<file path="config.mk">
export PLATFORM = sky130hd
export DESIGN_NAME = rtc_alarm
export DESIGN_NICKNAME = d
export VERILOG_FILES = /design/src/rtl/rtc_alarm.sv
export SDC_FILE = /design/constraint.sdc
export NUM_CORES = 1
export LEC_CHECK = 0
export BUFFER_PORTS_ARGS = -buffer_cell sky130_fd_sc_hd__buf_2
export CORE_ASPECT_RATIO = 1.1
export CORE_MARGIN = 2
export CORE_UTILIZATION = 46
export DETAILED_ROUTE_END_ITERATION = 16
export PLACE_DENSITY = 0.63
export SETUP_SLACK_MARGIN = 0.2
export SKIP_LAST_GASP = 1
export SYNTH_ARGS = -nofsm -noshare
export SYNTH_HDL_FRONTEND = slang
export SYNTH_SLANG_ARGS = --single-unit
</file>
<file path="constraint.sdc">
create_clock -name CLOCK_50 -period 3.21 [get_ports CLOCK_50]
set_input_delay 0.642 -clock CLOCK_50 [delete_from_list [all_inputs] [get_ports CLOCK_50]]
set_output_delay 0.642 -clock CLOCK_50 [all_outputs]
set_load 0.01 [all_outputs]
</file>
<file path="src/rtl/rtc_alarm.sv">
// Real-time clock with prescaled 1 Hz tick, BCD display, 12/24 h mode and one-shot alarm.
// Time lives in binary 24 h registers; display decode is purely combinational.
module rtc_alarm #(
  parameter int CLK_HZ      = 50000000,
  parameter int MODE_12H    = 0,
  parameter int ALARM_LEN_S = 10
) (
  input  logic       CLOCK_50,
  input  logic       rst,
  input  logic       set_en,
  input  logic [2:0] set_sel,
  input  logic [5:0] set_val,
  input  logic       alarm_en,
  input  logic       alarm_ack,
  output logic [7:0] sec_bcd,
  output logic [7:0] min_bcd,
  output logic [7:0] hour_bcd,
  output logic       pm,
  output logic       tick_1hz,
  output logic       alarm_ring
);

  localparam int PW = (CLK_HZ > 2) ? $clog2(CLK_HZ) : 1;
  localparam logic [PW-1:0] PMAX = PW'(CLK_HZ - 1);
  localparam logic [5:0] RING_LAST = 6'(ALARM_LEN_S - 1);

  typedef enum logic {IDLE, RING} state_t;

  logic [PW-1:0] presc;
  logic [5:0]    sec, min, al_min;
  logic [4:0]    hour, al_hour;
  logic [5:0]    sec_inc, min_inc;
  logic [4:0]    hour_inc, disp_hour;
  logic          tick, wr_ok, adv, sec_wrap, min_wrap, match;
  state_t        state, state_nxt;
  logic [5:0]    ring_cnt, ring_cnt_nxt;

  assign tick     = (presc == PMAX);
  assign tick_1hz = tick;

  always_comb begin
    wr_ok = 1'b0;
    case (set_sel)
      3'd0, 3'd1, 3'd3: wr_ok = (set_val <= 6'd59);
      3'd2, 3'd4:       wr_ok = (set_val <= 6'd23);
      default:          wr_ok = 1'b0;
    endcase
  end

  // Any write strobe, valid or not, freezes time for that cycle.
  assign adv      = tick && !set_en;
  assign sec_wrap = (sec == 6'd59);
  assign min_wrap = (min == 6'd59);

  always_comb begin
    sec_inc  = sec_wrap ? 6'd0 : sec + 6'd1;
    min_inc  = sec_wrap ? (min_wrap ? 6'd0 : min + 6'd1) : min;
    hour_inc = (sec_wrap && min_wrap) ? ((hour == 5'd23) ? 5'd0 : hour + 5'd1) : hour;
  end

  assign match = alarm_en && adv && sec_wrap && (min_inc == al_min) && (hour_inc == al_hour);

  always_ff @(posedge CLOCK_50) begin
    if (rst) begin
      presc <= '0;
    end else if ((set_en && wr_ok && set_sel == 3'd0) || tick) begin
      presc <= '0;
    end else begin
      presc <= presc + PW'(1);
    end
  end

  always_ff @(posedge CLOCK_50) begin
    if (rst) begin
      sec     <= '0;
      min     <= '0;
      hour    <= '0;
      al_min  <= '0;
      al_hour <= '0;
    end else if (set_en) begin
      if (wr_ok) begin
        case (set_sel)
          3'd0:    sec     <= set_val;
          3'd1:    min     <= set_val;
          3'd2:    hour    <= set_val[4:0];
          3'd3:    al_min  <= set_val;
          3'd4:    al_hour <= set_val[4:0];
          default: ;
        endcase
      end
    end else if (adv) begin
      sec  <= sec_inc;
      min  <= min_inc;
      hour <= hour_inc;
    end
  end

  always_comb begin
    state_nxt    = state;
    ring_cnt_nxt = ring_cnt;
    case (state)
      IDLE: begin
        if (match) begin
          state_nxt    = RING;
          ring_cnt_nxt = '0;
        end
      end
      RING: begin
        if (alarm_ack || !alarm_en || (tick && ring_cnt == RING_LAST)) begin
          state_nxt = IDLE;
        end else if (tick) begin
          ring_cnt_nxt = ring_cnt + 6'd1;
        end
      end
      default: state_nxt = IDLE;
    endcase
  end

  always_ff @(posedge CLOCK_50) begin
    if (rst) begin
      state    <= IDLE;
      ring_cnt <= '0;
    end else begin
      state    <= state_nxt;
      ring_cnt <= ring_cnt_nxt;
    end
  end

  assign alarm_ring = (state == RING);

  function automatic logic [7:0] to_bcd(input logic [5:0] v);
    logic [3:0] t;
    logic [5:0] r;
    if (v >= 6'd50)      begin t = 4'd5; r = v - 6'd50; end
    else if (v >= 6'd40) begin t = 4'd4; r = v - 6'd40; end
    else if (v >= 6'd30) begin t = 4'd3; r = v - 6'd30; end
    else if (v >= 6'd20) begin t = 4'd2; r = v - 6'd20; end
    else if (v >= 6'd10) begin t = 4'd1; r = v - 6'd10; end
    else                 begin t = 4'd0; r = v;          end
    return {t, r[3:0]};
  endfunction

  always_comb begin
    disp_hour = hour;
    pm        = 1'b0;
    if (MODE_12H != 0) begin
      pm = (hour >= 5'd12);
      if (hour == 5'd0)      disp_hour = 5'd12;
      else if (hour > 5'd12) disp_hour = hour - 5'd12;
    end
  end

  assign sec_bcd  = to_bcd(sec);
  assign min_bcd  = to_bcd(min);
  assign hour_bcd = to_bcd({1'b0, disp_hour});

endmodule
</file>
==> results of run 1 <==
power breakdown:
| group | internal [W] | switching, W |
|---|---|---|
| registers | 0.000760 | 0.0000141 |
| logic | 0.0000608 | 0.0000910 |
| clock network | 0.000319 | 0.000314 |
| total | 0.00114 | 0.000419 |
cell families (layout without fill, tap and decap cells):
group	after synthesis	after routing	share of synthesized area [%]
AND/OR/NAND/NOR	228	228	25.59
AO/OA/AOI/OAI	145	145	22.12
buffers and inverters	62	111	6.279
flip-flops	61	61	26.88
XOR/XNOR	37	37	7.133
adder cells (fa/ha/maj)	32	32	8.813
multiplexers	14	14	3.112
other	1	5	0.08254
worst paths after layout:
kind                                    to  slack (ns)  cells past startpoint
setup reg to reg  ring_cnt[4]$_SDFFE_PP0P_        0.36                      8
setup / recovery                sec_bcd[3]        0.22                      9
hold / removal         presc[0]$_SDFF_PP0_        0.47                      1
hold reg to reg        presc[0]$_SDFF_PP0_        0.47                      1
final cells by class:
type,count,area [um^2],share of cell area [%]
Tap cell,120,150.1,2.791
Inverter,27,103.9,1.930
Clock inverter,3,21.27,0.3953
Multi-Input combinational cell,461,3238,60.19
Clock buffer,12,155.1,2.884
Sequential cell,61,1254,23.30
Timing Repair Buffer,69,457.9,8.512
cells in the mapped netlist, drive strengths merged (3+ instances only):
master and instances:
a2111oi 3, a211oi 6, a21o 3, a21oi 40, a221oi 3, a311oi 5, a31oi 5, and2 3
and3 12, buf 19, clkbuf 16, dfxtp 61, ha 32, inv 27, mux2i 13, nand2 43
nand2b 10, nand3 24, nand4 16, nor2 75, nor2b 6, nor3 8, nor4 10, nor4b 3
o21a 5, o21ai 29, o22ai 6, o311ai 5, o31a 3, o31ai 6, or3 5, xnor2 19
xor2 18
through the flow:
step                      cell area (um^2)  total power [W]  setup slack, ns  cells
after floorplan                       4558        0.0008890           0.2791    584
after global routing                  5380         0.001630          0.06016    753
after detailed placement              4827        0.0009327           0.1361    721
after global placement                4827        0.0009310           0.2172    721
final                                 5380         0.001559           0.2155    753
after CTS                             5189         0.001567           0.1838    743
sequential cells by signal (all words and copies together), names as in the netlist:
signal	count
presc	26
al_min	6
min	6
ring_cnt	6
sec	6
al_hour	5
disp_hour	5
alarm_ring	1
critical path, cell delays in order, from the launching register on:
cell	delay [ns]
sky130_fd_sc_hd__dfxtp_4	0.39
sky130_fd_sc_hd__ha_2	0.23
sky130_fd_sc_hd__a2111oi_4	0.09
sky130_fd_sc_hd__a21boi_2	0.18
sky130_fd_sc_hd__o21ai_2	0.16
sky130_fd_sc_hd__o311ai_2	0.11
sky130_fd_sc_hd__a31oi_1	0.23
sky130_fd_sc_hd__o22ai_1	0.11
sky130_fd_sc_hd__a221o_1	0.36
sky130_fd_sc_hd__buf_2	0.14
repair_timing:
item | CTS | global route
gates resized for setup | 40 | 31
endpoints found under the setup margin | 8 | 11
setup buffers | 7 | 10
hold endpoints to repair | 0 | 0
pin swaps | 6 | 14
metal layers:
layer	part of all wire, %	up-vias	GRT usage (%)
li1	-	2185	-
met1	46	2088	30.19
met2	47	140	37.79
met3	5.6	15	4.008
met4	0.86	0	5.675
met5	0	-	0
==> results_dict.tcl, run 1 <==
set metrics [dict create \
    timing_hold_violations_final 0 \
    fp.dieW_um 98.76 \
    drv_cap 0 \
    synth_largest_type_area_fraction_pct 26.88 \
    final_core_utilization_pct 55.20 \
    rsz0062_at_grt "true" \
    count_of_hold_fix_buffers_inserted_at_cts 0 \
    power_per_cell_area_nw_per_um2 289.7 \
    wire_per_inst_um 16.04 \
    commonest_cells_after_routing_fill_and_taps_aside "sky130_fd_sc_hd__nor2_1, sky130_fd_sc_hd__dfxtp_1, sky130_fd_sc_hd__nand2_1, sky130_fd_sc_hd__a21oi_1, sky130_fd_sc_hd__buf_2" \
    finalCritPeriodShare_pct 93.29 \
    synth_enable_flop_cells 0 \
    port_buffers 35 \
    syn-instance-count 580 \
    wirelength_um 12080 \
    grt_first_pass_wirelength_um 19670 \
    cts_tree "yes" \
    initial_core_utilization_pct 46.61 \
    dp_hpwl_um 8548 \
    timing.hold.worst.class "reg -> reg" \
    startpoint_type "flop" \
    timing.setup.critical_path_class "reg -> out" \
    std_cell_rows 38 \
    overflow 0 \
    h-tree-depth 3 \
    max-clock-path-buffers 2 \
    synthesis.area_per_instance_um2 7.833 \
    crit_path_end_kind "output port" \
    detail_route.drc_violations 0 \
    globalplace.congestion 0.8534 \
    vias 4428 \
    postRouteAntennaNets 0 \
    timing_max_transition_violations_final 0 \
    fp.coreArea_um2 9747 \
    run_status "completed" \
    layout-area-overhead-vs-synth_pct 18.42 \
    synth-main-ff-cell "sky130_fd_sc_hd__dfxtp_1" \
    hold_path.startpoint "presc[0]$_SDFF_PP0_" \
    post_layout_nets 675 \
    synth_seq_area_share_pct 26.88 \
    rr_startpoint "min[1]$_SDFFE_PP0P_" \
    worst_skew_late_latency_ns 0.34 \
    post_synth_main_area_contributors "sky130_fd_sc_hd__dfxtp_1, sky130_fd_sc_hd__ha_1, sky130_fd_sc_hd__nor2_1, sky130_fd_sc_hd__a21oi_1, sky130_fd_sc_hd__xnor2_1" \
    grt_max_degree 37 \
    number_of_warnings_printed_during_yosys_synthesis 0 \
    vias_per_cell 5.880 \
    cp-startpoint "sec[3]$_SDFFE_PP0P_" \
    io_pins 41 \
    total_leakage_power_nw 2.177 \
    hold-worst-slack_ns 0.4666 \
    layout-drive-gt1-share_pct 22.12 \
    fin_setup_tns_ns 0 \
    dr.first_iter.drc_count 351 \
    ir_drop_mv 0.1826 \
    clk_pin_slew_ns 0.07 \
    synth-seq-cells 61 \
    floorplan.die_area_um2 10690 \
    max-slew-margin-rel_pct 52.18 \
    number_of_unique_standard_cell_types_used_by_synthesis 71 \
    critPathMaxFanout 6 \
    cts_buffers 9 \
    async_flop_share_pct 0 \
    fillCellCount 886 \
    grt_antenna_before_repair 0 \
    via_count_of_the_first_global_routing_pass 4049 \
    layout.cells.most_common "sky130_fd_sc_hd__nor2_1" \
    detailedRoute.firstPassIterationCount 6 \
    grt.total_usage_pct 22.58 \
    num_antenna_cells 0 \
    clock_sinks 61 \
    chipHeight_um 108.2 \
    tightest_pin_transition_ns 0.7107 \
    fmaxAchievable_ghz 0.3339 \
    clock-skew-final_ns 0.01335 \
    post-route-min-period_ns 2.995 \
    cp_data_required_time_ns 2.57 \
    clk_root_buffer_cell "sky130_fd_sc_hd__clkbuf_8" \
    cp_data_arrival_time_ns 2.35 \
    synth_top_cell_by_area "sky130_fd_sc_hd__dfxtp_1" \
    synthesis.area_um2 4543 \
    timing.final.setup_violations 0 \
]
Note: power is estimated with default switching activity, not from simulation.
==> inputs of run 2 (changes only) <==
--- a/config.mk
+++ b/config.mk
@@ -6,11 +6,13 @@
 export NUM_CORES = 1
 export LEC_CHECK = 0
 export BUFFER_PORTS_ARGS = -buffer_cell sky130_fd_sc_hd__buf_2
+export CELL_PAD_IN_SITES_DETAIL_PLACEMENT = 1
+export CELL_PAD_IN_SITES_GLOBAL_PLACEMENT = 1
 export CORE_ASPECT_RATIO = 1.1
 export CORE_MARGIN = 2
-export CORE_UTILIZATION = 46
+export CORE_UTILIZATION = 45
 export DETAILED_ROUTE_END_ITERATION = 16
-export PLACE_DENSITY = 0.63
+export PLACE_DENSITY = 0.8
 export SETUP_SLACK_MARGIN = 0.2
 export SKIP_LAST_GASP = 1
 export SYNTH_ARGS = -nofsm -noshare
==> results_dict.tcl, run 2 (synthesis gave the netlist of run 1 again) <==
set metrics [dict create \
    cts_buffers 9 \
    critPathMaxFanout 6 \
    initial_core_utilization_pct 46.16 \
    dpl-instance-area_um2 4842 \
    grt.total_usage_pct 26.18 \
    worst_skew_late_latency_ns 0.35 \
    clock_sinks 61 \
    hold-path-cell-count 1 \
    highest-signal-layer "met4" \
    io_pins 41 \
    cp_data_arrival_time_ns 2.36 \
    finalCritPeriodShare_pct 93.49 \
    clock-skew-final_ns 0.01043 \
    total_leakage_power_nw 2.302 \
    num_antenna_cells 0 \
    dp_hpwl_um 9889 \
    ir_drop_mv 0.1856 \
    startpoint_type "flop" \
    fillCellCount 1180 \
    layout-area-overhead-vs-synth_pct 23.66 \
    h-tree-depth 3 \
    post_layout_nets 690 \
    wirelength_um 15440 \
    grt_first_pass_wirelength_um 22690 \
    met3RoutedLength_um 607 \
    max-slew-margin-rel_pct 53.56 \
    floorplan.die_area_um2 10920 \
    timing.reg2reg.worst_path_depth 8 \
    clk_root_buffer_cell "sky130_fd_sc_hd__clkbuf_8" \
    vias_per_cell 6.140 \
    cp_data_required_time_ns 2.57 \
    crit_path_end_kind "output port" \
    post-route-min-period_ns 3.001 \
    via_count_of_the_first_global_routing_pass 4560 \
    timing.critical_path.to "sec_bcd[3]" \
    r2r_slack_ns 0.36 \
    run_status "completed" \
    fp.coreArea_um2 9842 \
    clk_pin_slew_ns 0.08 \
    count_of_hold_fix_buffers_inserted_at_cts 0 \
    detail_route.drc_violations 0 \
    regToRegEndpoint "ring_cnt[0]$_SDFFE_PP0P_" \
    max-clock-path-buffers 2 \
    wirelength_met1_um 6570 \
    timing.hold.worst.class "reg -> reg" \
    total_power_w 0.001653 \
    layout-drive-gt1-share_pct 25.42 \
    rsz0062_at_grt "true" \
    dr.first_iter.drc_count 220 \
    cp-startpoint "sec[2]$_SDFFE_PP0P_" \
    postLayoutCellArea_um2 5618 \
    regMostFlops "presc" \
    timing_hold_violations_final 0 \
    power_per_cell_area_nw_per_um2 294.2 \
    commonest_cells_after_routing_fill_and_taps_aside "sky130_fd_sc_hd__nor2_1, sky130_fd_sc_hd__dfxtp_1, sky130_fd_sc_hd__buf_4, sky130_fd_sc_hd__nand2_1" \
    postRouteAntennaNets 0 \
    rr_startpoint "sec[1]$_SDFFE_PP0P_" \
    grt_antenna_before_repair 0 \
    fmaxAchievable_ghz 0.3332 \
    detailedRoute.firstPassIterationCount 4 \
    multi_input_comb_area_um2 3347 \
    std_cell_rows 38 \
    fp.dieW_um 99.80 \
    vias 4722 \
    chipHeight_um 109.4 \
    cts_tree "yes" \
    tightest_pin_transition_ns 0.6903 \
    timing.setup.critical_path_class "reg -> out" \
    overflow 0 \
    drv_cap 0 \
    wire_per_inst_um 20.08 \
    globalplace.congestion 0.8969 \
    hold_path.startpoint "presc[0]$_SDFF_PP0_" \
    grt_max_degree 27 \
    met2WireLength_um 7969 \
    max_reg_flops 26 \
    timing.final.setup_violations 0 \
    layout.cells.most_common "sky130_fd_sc_hd__nor2_1" \
    fin_setup_tns_ns 0 \
    port_buffers 35 \
    ff_latch_area_um2 1255 \
    timing_max_transition_violations_final 0 \
]
## run 2: repair_timing
item                       4_1_cts  5_1_grt
gates resized for setup         54       42
setup endpoints to repair        8       11
pin swaps                        9       17
setup buffers                    6       24
gates cloned                     0        0
## run 2: cell type report
type	count	area share [%]
multi-input combinational	461	59.58
sequential	61	22.34
timing repair buffer	84	10.07
tap	120	2.673
clock buffer	13	2.650
inverter	27	1.893
clock inverter	3	0.8018
## run 2: worst min-delay path by stage
stage / to / slack [ns]
2_1_floorplan: presc[0]$_SDFF_PP0_ / 0.43
5_1_grt: presc[0]$_SDFF_PP0_ / 0.49
4_1_cts: presc[0]$_SDFF_PP0_ / 0.47
6_report: presc[0]$_SDFF_PP0_ / 0.47
3_5_place_dp: presc[0]$_SDFF_PP0_ / 0.45
3_3_place_gp: presc[0]$_SDFF_PP0_ / 0.45
## run 2: power by group
part / switching (W) / total, W / internal (W)
sequential: 0.0000144 / 0.000774 / 0.000759
combinational: 0.000104 / 0.000170 / 0.0000662
clock: 0.000327 / 0.000709 / 0.000381
## run 2: stage by stage
stage / util [%] / std cells / worst slack [ns] / hold slack (ns)
global route: 57.08 / 769 / 0.08678 / 0.4891
detailed placement: 49.20 / 723 / 0.06044 / 0.4507
global placement: 49.20 / 723 / 0.2142 / 0.4460
finish: 57.08 / 769 / 0.2091 / 0.4728
CTS: 53.37 / 745 / 0.2008 / 0.4694
floorplan: - / 584 / 0.2791 / 0.4300
## run 2: routing by layer
metal | GRT usage [%] | vias up
li1 | - | 2210
met1 | 30.55 | 2376
met2 | 47.59 | 108
met3 | 5.912 | 28
met4 | 8.317 | 0
met5 | 0 | -
## run 2: worst max-delay path, stage by stage, from the launching register on
cell and delay (ns):
sky130_fd_sc_hd__dfxtp_4 0.36, sky130_fd_sc_hd__inv_4 0.08, sky130_fd_sc_hd__buf_6 0.13, sky130_fd_sc_hd__ha_4 0.12, sky130_fd_sc_hd__nor2b_4 0.18, sky130_fd_sc_hd__a21boi_4 0.08, sky130_fd_sc_hd__o21ai_2 0.18, sky130_fd_sc_hd__o311ai_2 0.13
sky130_fd_sc_hd__a31oi_2 0.18, sky130_fd_sc_hd__buf_4 0.14, sky130_fd_sc_hd__nor2_2 0.03, sky130_fd_sc_hd__a221o_1 0.26, sky130_fd_sc_hd__buf_2 0.14
==> inputs of run 3 (changes only) <==
--- a/config.mk
+++ b/config.mk
@@ -9,7 +9,6 @@
 export CELL_PAD_IN_SITES_DETAIL_PLACEMENT = 1
 export CELL_PAD_IN_SITES_GLOBAL_PLACEMENT = 1
 export CORE_ASPECT_RATIO = 1.1
-export CORE_MARGIN = 2
 export CORE_UTILIZATION = 45
 export DETAILED_ROUTE_END_ITERATION = 16
 export PLACE_DENSITY = 0.8
==> results_dict.tcl, run 3 (synthesis gave the netlist of run 1 again) <==
set metrics [dict create \
    io_pins 41 \
    drv_cap 0 \
    floorplan.die_area_um2 10500 \
    post_layout_nets 690 \
    port_buffers 35 \
    crit_path_end_kind "output port" \
    initial_core_utilization_pct 46.16 \
    max-clock-path-buffers 2 \
    timing.final.setup_violations 0 \
    via_count_of_the_first_global_routing_pass 4684 \
    regMostFlops "presc" \
    detail_route.drc_violations 8 \
    max-slew-margin-rel_pct 52.14 \
    detailedRoute.firstPassIterationCount 10 \
    post-route-min-period_ns 3.099 \
    fmaxAchievable_ghz 0.3227 \
    num_antenna_cells 0 \
    hold-worst-slack_ns 0.4830 \
    timing.hold.worst.class "reg -> reg" \
    power.net_switching_w 0.0004422 \
    cell_internal_pwr_w 0.001220 \
    std_cell_rows 38 \
    power_frac_clock_pct 43.2 \
    place.detailed.instances 725 \
    timing_hold_violations_final 0 \
    h-tree-depth 3 \
    cts_tree "yes" \
    tightest_pin_transition_ns 0.7113 \
    postRouteAntennaNets 0 \
    worst_skew_late_latency_ns 0.35 \
    ir_drop_mv 0.2280 \
    dr.first_iter.drc_count 211 \
    wirelength_um 15350 \
    clk_root_buffer_cell "sky130_fd_sc_hd__clkbuf_8" \
    power.share.sequential_pct 46.4 \
    grt.total_usage_pct 27.64 \
    fp.coreArea_um2 9842 \
    wire_per_inst_um 19.99 \
    fin_setup_tns_ns 0 \
    timing.setup.critical_path_class "reg -> out" \
    layout-area-overhead-vs-synth_pct 22.78 \
    layout.cells.most_common "sky130_fd_sc_hd__nor2_1" \
    detailedPlace.worstSlack_ns 0.03903 \
    overflow 0 \
    clock_sinks 61 \
    cp_data_required_time_ns 2.57 \
    power_per_cell_area_nw_per_um2 298.0 \
    timing_max_transition_violations_final 0 \
    grt_antenna_before_repair 0 \
    grt_first_pass_wirelength_um 23180 \
    grt_max_degree 27 \
    finalCritPeriodShare_pct 96.54 \
    run_status "finished, violations left" \
    power_switching_share_pct 26.61 \
    fp.dieW_um 97.80 \
    startpoint_type "flop" \
    vias_per_cell 6.082 \
    layoutNonFillerInstCount 768 \
    comb_power_share_pct 10.4 \
    critPathMaxFanout 11 \
    setup_ws_ns 0.1110 \
    total_leakage_power_nw 2.309 \
    commonest_cells_after_routing_fill_and_taps_aside "sky130_fd_sc_hd__nor2_1, sky130_fd_sc_hd__dfxtp_1, sky130_fd_sc_hd__buf_4, sky130_fd_sc_hd__nand2_1, sky130_fd_sc_hd__buf_2" \
    max_reg_flops 26 \
    clock-skew-final_ns 0.01554 \
    vias 4671 \
    clk_pin_slew_ns 0.08 \
    cp_data_arrival_time_ns 2.46 \
    rsz0062_at_grt "true" \
    dp_hpwl_um 9656 \
    cts_buffers 9 \
    globalplace.congestion 0.8469 \
    final_core_utilization_pct 56.67 \
    failed_checks "DRC" \
    layout-drive-gt1-share_pct 24.69 \
    fillCellCount 1210 \
    chipHeight_um 107.4 \
]
run 3: layer usage:
| metal | wire [um] | part of all wire (%) | global-route usage, % | vias up |
|---|---|---|---|---|
| li1 | - | - | - | 2206 |
| met2 | 7750 | 50 | 49.59 | 135 |
| met1 | 6407 | 42 | 31.98 | 2290 |
| met3 | 699 | 4.6 | 4.481 | 40 |
| met4 | 495 | 3.2 | 13.42 | 0 |
| met5 | 0 | 0 | 0 | - |
run 3: power by group through the flow:
stage               Clock, W  Sequential [W]  Combinational (W)
global route        0.000762        0.000773           0.000185
finish              0.000718        0.000772           0.000172
CTS                 0.000726        0.000772           0.000155
detailed placement         0        0.000794           0.000144
global placement           0        0.000793           0.000139
floorplan                  0        0.000790          0.0000995
run 3: path summary, 6_finish.rpt:
kind,startpoint,to,slack [ns],depth (start not counted)
worst max-delay path,sec[5]$_SDFFE_PP0P_,sec_bcd[3],0.11,9
worst min-delay path,presc[0]$_SDFF_PP0_,presc[0]$_SDFF_PP0_,0.48,1
worst max register to register,sec[1]$_SDFFE_PP0P_,ring_cnt[1]$_SDFFE_PP0P_,0.18,10
worst min register to register,presc[0]$_SDFF_PP0_,presc[0]$_SDFF_PP0_,0.48,1
run 3: area by class of cell:
cell class | count | area [um^2] | area share [%]
timing repair buffer | 84 | 561.8 | 10.07
multi-input combinational | 461 | 3307 | 59.29
clock buffer | 11 | 151.4 | 2.714
inverter | 27 | 106.4 | 1.907
sequential | 61 | 1254 | 22.48
clock inverter | 4 | 47.55 | 0.8524
tap | 120 | 150.1 | 2.692
run 3: repair_timing:
item / CTS / global route
resized for setup: 53 / 32
endpoints found under the hold margin: 0 / 0
buffers inserted: 11 / 17
setup endpoints to repair: 15 / 9
pin swaps: 12 / 13
hold buffers: 0 / 0
run 3: critical path, stage by stage (launching register included):
cell and delay, ns:
sky130_fd_sc_hd__dfxtp_1 0.41, sky130_fd_sc_hd__buf_4 0.28, sky130_fd_sc_hd__a2111oi_4 0.09, sky130_fd_sc_hd__a21boi_2 0.17
sky130_fd_sc_hd__o21ai_1 0.15, sky130_fd_sc_hd__o311ai_1 0.12, sky130_fd_sc_hd__a31oi_1 0.25, sky130_fd_sc_hd__o22ai_1 0.13
sky130_fd_sc_hd__a221o_1 0.35, sky130_fd_sc_hd__buf_2 0.15
run 3: stage by stage:
| stage | instance area (um^2) | total power (W) |
|---|---|---|
| after detailed placement | 4857 | 0.0009379 |
| after CTS | 5333 | 0.001653 |
| after global placement | 4857 | 0.0009314 |
| after global routing | 5578 | 0.001720 |
| final | 5578 | 0.001662 |
| after floorplan | 4558 | 0.0008890 |
